<file path="src/rtl/bcd4_counter_fnd.sv">
// bcd4_counter_fnd
//   Four-digit BCD up/down counter advanced by rising edges of the divided
//   clock. The divided clock is sampled as data in the mclk domain. The four
//   digits are time-multiplexed onto a common-anode 7-segment display.
//
// Ports
//   mclk     system clock, all state on rising edge
//   rst      asynchronous active-high reset
//   clk_div  divided clock from the divider stage (asynchronous data)
//   run      1 = count on ticks, 0 = hold (ticks are dropped)
//   clear    synchronous clear of the count, highest priority
//   up_dn    1 = count up, 0 = count down
//   bcd      {d3,d2,d1,d0}, registered
//   wrap     one-cycle pulse on 9999->0000 (up) or 0000->9999 (down)
//   fnd_com  active-low digit enables, bit i drives digit i
//   fnd_seg  active-low segments {dp,g,f,e,d,c,b,a}, dp always off
module bcd4_counter_fnd #(
  parameter int SCAN_DIV = 1000,
  parameter int SCAN_W   = 10
) (
  input  logic        mclk,
  input  logic        rst,
  input  logic        clk_div,
  input  logic        run,
  input  logic        clear,
  input  logic        up_dn,
  output logic [15:0] bcd,
  output logic        wrap,
  output logic [3:0]  fnd_com,
  output logic [7:0]  fnd_seg
);

  localparam logic [SCAN_W-1:0] SCAN_LAST = SCAN_W'(SCAN_DIV - 1);

  logic              s1, s2, s3;
  logic              tick;
  logic [15:0]       bcd_nxt;
  logic              wrap_nxt;
  logic [SCAN_W-1:0] scan_cnt;
  logic [1:0]        dig_sel;
  logic [3:0]        dig_cur;

  function automatic logic [7:0] seg_decode(input logic [3:0] d);
    case (d)
      4'd0:    seg_decode = 8'hC0;
      4'd1:    seg_decode = 8'hF9;
      4'd2:    seg_decode = 8'hA4;
      4'd3:    seg_decode = 8'hB0;
      4'd4:    seg_decode = 8'h99;
      4'd5:    seg_decode = 8'h92;
      4'd6:    seg_decode = 8'h82;
      4'd7:    seg_decode = 8'hF8;
      4'd8:    seg_decode = 8'h80;
      4'd9:    seg_decode = 8'h90;
      default: seg_decode = 8'hFF;
    endcase
  endfunction

  // s1/s2 resynchronise clk_div; s3 is only a delay for edge detection.
  always_ff @(posedge mclk or posedge rst) begin
    if (rst) begin
      s1 <= 1'b0;
      s2 <= 1'b0;
      s3 <= 1'b0;
    end else begin
      s1 <= clk_div;
      s2 <= s1;
      s3 <= s2;
    end
  end

  assign tick = s2 & ~s3;

  // Ripple carry/borrow through the digits; whatever remains after d3
  // means the whole counter rolled over.
  always_comb begin
    logic       cy;
    logic [3:0] d;
    bcd_nxt  = bcd;
    wrap_nxt = 1'b0;
    cy       = 1'b1;
    d        = 4'd0;
    if (clear) begin
      bcd_nxt = 16'h0000;
    end else if (run && tick) begin
      for (int i = 0; i < 4; i++) begin
        d = bcd[4*i +: 4];
        if (cy) begin
          if (up_dn) begin
            if (d >= 4'd9) begin
              d  = 4'd0;
            end else begin
              d  = d + 4'd1;
              cy = 1'b0;
            end
          end else begin
            if (d == 4'd0) begin
              d  = 4'd9;
            end else begin
              d  = d - 4'd1;
              cy = 1'b0;
            end
          end
        end
        bcd_nxt[4*i +: 4] = d;
      end
      wrap_nxt = cy;
    end
  end

  always_ff @(posedge mclk or posedge rst) begin
    if (rst) begin
      bcd  <= 16'h0000;
      wrap <= 1'b0;
    end else begin
      bcd  <= bcd_nxt;
      wrap <= wrap_nxt;
    end
  end

  always_ff @(posedge mclk or posedge rst) begin
    if (rst) begin
      scan_cnt <= '0;
      dig_sel  <= 2'd0;
    end else if (scan_cnt == SCAN_LAST) begin
      scan_cnt <= '0;
      dig_sel  <= dig_sel + 2'd1;
    end else begin
      scan_cnt <= scan_cnt + 1'b1;
    end
  end

  always_comb begin
    dig_cur = bcd[3:0];
    case (dig_sel)
      2'd0: dig_cur = bcd[3:0];
      2'd1: dig_cur = bcd[7:4];
      2'd2: dig_cur = bcd[11:8];
      2'd3: dig_cur = bcd[15:12];
      default: dig_cur = bcd[3:0];
    endcase
  end

  // Enable and glyph come from the same select in the same register stage,
  // so a glyph is never shown on a neighbouring digit.
  always_ff @(posedge mclk or posedge rst) begin
    if (rst) begin
      fnd_com <= 4'b1110;
      fnd_seg <= 8'hC0;
    end else begin
      fnd_com <= ~(4'b0001 << dig_sel);
      fnd_seg <= seg_decode(dig_cur);
    end
  end

endmodule

</file>
<file path="config.mk">
export PLATFORM = sky130hd
export DESIGN_NAME = bcd4_counter_fnd
export DESIGN_NICKNAME = d
export VERILOG_FILES = /design/src/rtl/bcd4_counter_fnd.sv
export SDC_FILE = /design/constraint.sdc
export NUM_CORES = 1
export LEC_CHECK = 0
export ABC_CLOCK_PERIOD_IN_PS = 5500
export BUFFER_PORTS_ARGS = -buffer_cell sky130_fd_sc_hd__buf_2
export CORE_MARGIN = 2
export CORE_UTILIZATION = 59
export DETAILED_ROUTE_END_ITERATION = 16
export PLACE_DENSITY = 0.81
export SETUP_SLACK_MARGIN = 0.3
export SYNTH_ARGS = -nofsm -noshare
export SYNTH_HDL_FRONTEND = slang
export SYNTH_SLANG_ARGS = --single-unit
</file>
<file path="constraint.sdc">
create_clock -name mclk -period 5.5 [get_ports mclk]
set_clock_uncertainty 0.05 [all_clocks]
set_input_delay 0.55 -clock mclk [delete_from_list [all_inputs] [get_ports mclk]]
set_output_delay 0.55 -clock mclk [all_outputs]
set_load 0.02 [all_outputs]
</file>
==> impl_metrics.csv <==
group,metric,value,unit
sta,tns,0,ns
sta,hold_viol_final,0,
synthesis,ys_ff_latch,43,
clocking,cts_tree,"yes",
placement,dp_slack,2.78,ns
synthesis,syn_avg_cell_area,9.44,um^2
worst_setup_path,required,5.63,ns
worst_setup_path,end_kind,"register",
finish,layout.nets,353,
synthesis,synth_edf_count,0,
sta,finalSetupViolCount,0,
status,status,"complete, no violations",
detailed_routing,drc_errors,0,
floorplanning,ios,35,
synthesis,ys_seq_area_frac,0.382,
synthesis,async_flop_share,1.00,
detailed_routing,drt_iter0_drc,215,
global_routing,grt_first_pass_wirelength,9760,um
synthesis,ys_types,63,
floorplanning,core,0.00466,mm^2
placement,hpwlAfterDp,4040,um
detailed_routing,via_per_inst,6.08,
floorplanning,die_w,73.3,um
clocking,cts_buffer_depth,2,
synthesis,syn_inst,300,
worst_setup_path,worstPathCellList,"inv_1, ha_1, or4b_4, o21a_4, or4_4, o311a_1",
global_routing,grt_usage,0.231,
floorplanning,die-area,0.00537,mm^2
finish,fill_cells,379,
floorplanning,chipHeight,73.3,um
sta,fin_crit_sh,0.484,
power,powerDensity,209,mW/mm^2
detailed_routing,drtPass1Iterations,5,
placement,gp_congestion,0.880,
clocking,h-tree-depth,2,
global_routing,grt_overflow,0,
worst_setup_path,path_max_fanout,9,
clocking,clock_latency,0.29,ns
worst_setup_path,slowest_stage,"or4_4",
finish,area_growth,8.70,%
worst_setup_path,reg2reg_setup_slack,2.84,ns
power,totalPowerFinal,0.645,mW
worst_setup_path,crit_arrival,2.80,ns
power,ir_drop,216,uV
worst_setup_path,slowest_delay,0.57,ns
synthesis,synth_top_flop_cell,"dfrtp_1",
job,maxCapViolCount,0,
clocking,cts_sinks,43,
sta,worstMarginPinSlew,0.634,ns
detailed_routing,postRouteAntennaNets,0,
clocking,post_cts_buffers,0,
min_path,hold_path_class,"input pin to register",
clocking,cts-root-buf,"clkbuf_8",
worst_setup_path,criticalPathCategory,"register to register",
global_routing,grt_max_degree,44,
floorplanning,rows,25,
clocking,cts_hold_buf,0,
synthesis,syn_area,0.00283,mm^2
detailed_routing,dr_total_vias,2311,
sta,max_slew_margin,0.578,
placement,portBuffers,33,
clocking,numCtsBuffers,5,
clocking,clk_pin_slew,0.08,ns
sta,fin_ws,2.84,ns
sta,fmax,375,MHz
finish,drive_above_1_share,0.190,
detailed_routing,wl,5710,um
sta,rsz0062_at_grt,"false",
finish,layout_commonest_cell,"dfrtp_1",
clocking,cts_resized,0,
synthesis,synth_nets,328,
finish,antenna_cells,0,
global_routing,grt_pass1_vias,2148,
sta,post-route-min-period,2.66,ns
worst_setup_path,crit_path_start_kind,"register",
power,p_leak,1.41,nW
sta,final_max_slew_viol_count,0,
floorplanning,start_util,0.608,
global_routing,antenna_found_initial,0,
finish,final_util,0.661,
finish,final_cell_mix,"39 x dfrtp_1, 33 x buf_2, 25 x inv_1",
synthesis,yosys_warnings,0,
detailed_routing,wl_per_cell,15.0,um
## routing by layer
layer | wire (um) | global-route usage | part of all wire | vias up
li1 | - | - | - | 1147
met1 | 2600 | 0.315 | 0.46 | 1095
met2 | 2770 | 0.376 | 0.48 | 65
met3 | 306 | 0.0398 | 0.054 | 4
met4 | 34 | 0.0707 | 0.0060 | 0
met5 | 0 | 0 | 0 | -
## state kept, by name (all words and copies together), names as in the netlist
name      cells
bcd          16
dig_sel       2
fnd_com       4
fnd_seg       7
s1            1
s2            1
s3            1
scan_cnt     10
wrap          1
## critical path: cells and delay by family, from the launching register on
family                   cells  cell delay, ns
AO/OA/AOI/OAI                2            0.51
buffers and inverters        1            0.14
AND/OR/NAND/NOR              2            1.07
flip-flops                   1            0.48
adder cells (fa/ha/maj)      1            0.29
## path summary, 6_finish.rpt
kind / startpoint / end / cells after the start
min in group asynchronous: rst / scan_cnt[4] / 3
max in group asynchronous: rst / fnd_seg[6] / 3
worst min register to register: s1 / s2 / 0
worst max-delay path: bcd[0] / bcd[13] / 6
worst max register to register: bcd[0] / bcd[13] / 6
worst min-delay path: clk_div / s1 / 1
## layout make-up
cell class	instances	area, um^2	share of cell area
Clock inverter	2	12.5	0.00406
Sequential cell	43	1080	0.351
Timing Repair Buffer	34	173	0.0561
Tap cell	54	67.6	0.0219
Clock buffer	6	72.6	0.0236
Inverter	26	97.6	0.0317
Multi-Input combinational cell	215	1580	0.512
## per-stage QoR
stage	hold slack, ns	cells	instance area, um^2
after floorplan	0.281	300	2830
after global placement	0.284	372	2990
after detailed placement	0.295	372	2990
after CTS	0.297	380	3080
after global routing	0.291	380	3080
final	0.309	380	3080
## Yosys cell counts, types with 2 or more instances
cell | n | area share
a211oi_1 | 7 | 0.019
a21oi_1 | 14 | 0.025
a222oi_1 | 4 | 0.014
a311oi_1 | 3 | 0.0093
a31oi_1 | 8 | 0.018
a32o_1 | 2 | 0.0071
a32oi_1 | 2 | 0.0062
and2_1 | 2 | 0.0044
and3_1 | 3 | 0.0066
buf_6 | 2 | 0.0079
clkbuf_1 | 12 | 0.016
dfrtp_1 | 39 | 0.34
dfstp_2 | 4 | 0.037
ha_1 | 22 | 0.097
inv_1 | 25 | 0.033
mux2_2 | 6 | 0.024
mux2i_1 | 11 | 0.039
nand2_1 | 22 | 0.029
nand3_1 | 10 | 0.018
nand4_1 | 2 | 0.0044
nand4b_1 | 2 | 0.0062
nor2_1 | 21 | 0.028
nor2b_1 | 5 | 0.011
nor3_1 | 6 | 0.011
nor3b_1 | 2 | 0.0053
nor4b_1 | 3 | 0.0093
o211ai_1 | 2 | 0.0053
o21ai_0 | 10 | 0.018
o21bai_1 | 2 | 0.0053
o311a_1 | 3 | 0.011
o41ai_1 | 2 | 0.0062
or2_2 | 2 | 0.0044
or3_1 | 2 | 0.0044
or3b_2 | 3 | 0.0093
xnor2_1 | 3 | 0.0093
xor2_1 | 5 | 0.015
## cells by family (layout without fill, tap and decap cells)
kind of cell | count (synthesis) | after routing | share of synthesized area
XOR/XNOR | 8 | 8 | 0.0247
flip-flops | 43 | 43 | 0.382
AO/OA/AOI/OAI | 73 | 73 | 0.191
multiplexers | 17 | 17 | 0.0627
adder cells (fa/ha/maj) | 22 | 22 | 0.0972
buffers and inverters | 42 | 68 | 0.0623
AND/OR/NAND/NOR | 94 | 94 | 0.179
other | 1 | 1 | 0.00132
## power breakdown
group / switching, mW / total, mW / internal (mW)
Clock: 0.107 / 0.196 / 0.0888
Combinational: 0.0679 / 0.108 / 0.0398
Sequential: 0.0146 / 0.341 / 0.327
Power figures use the tool's default switching activity.
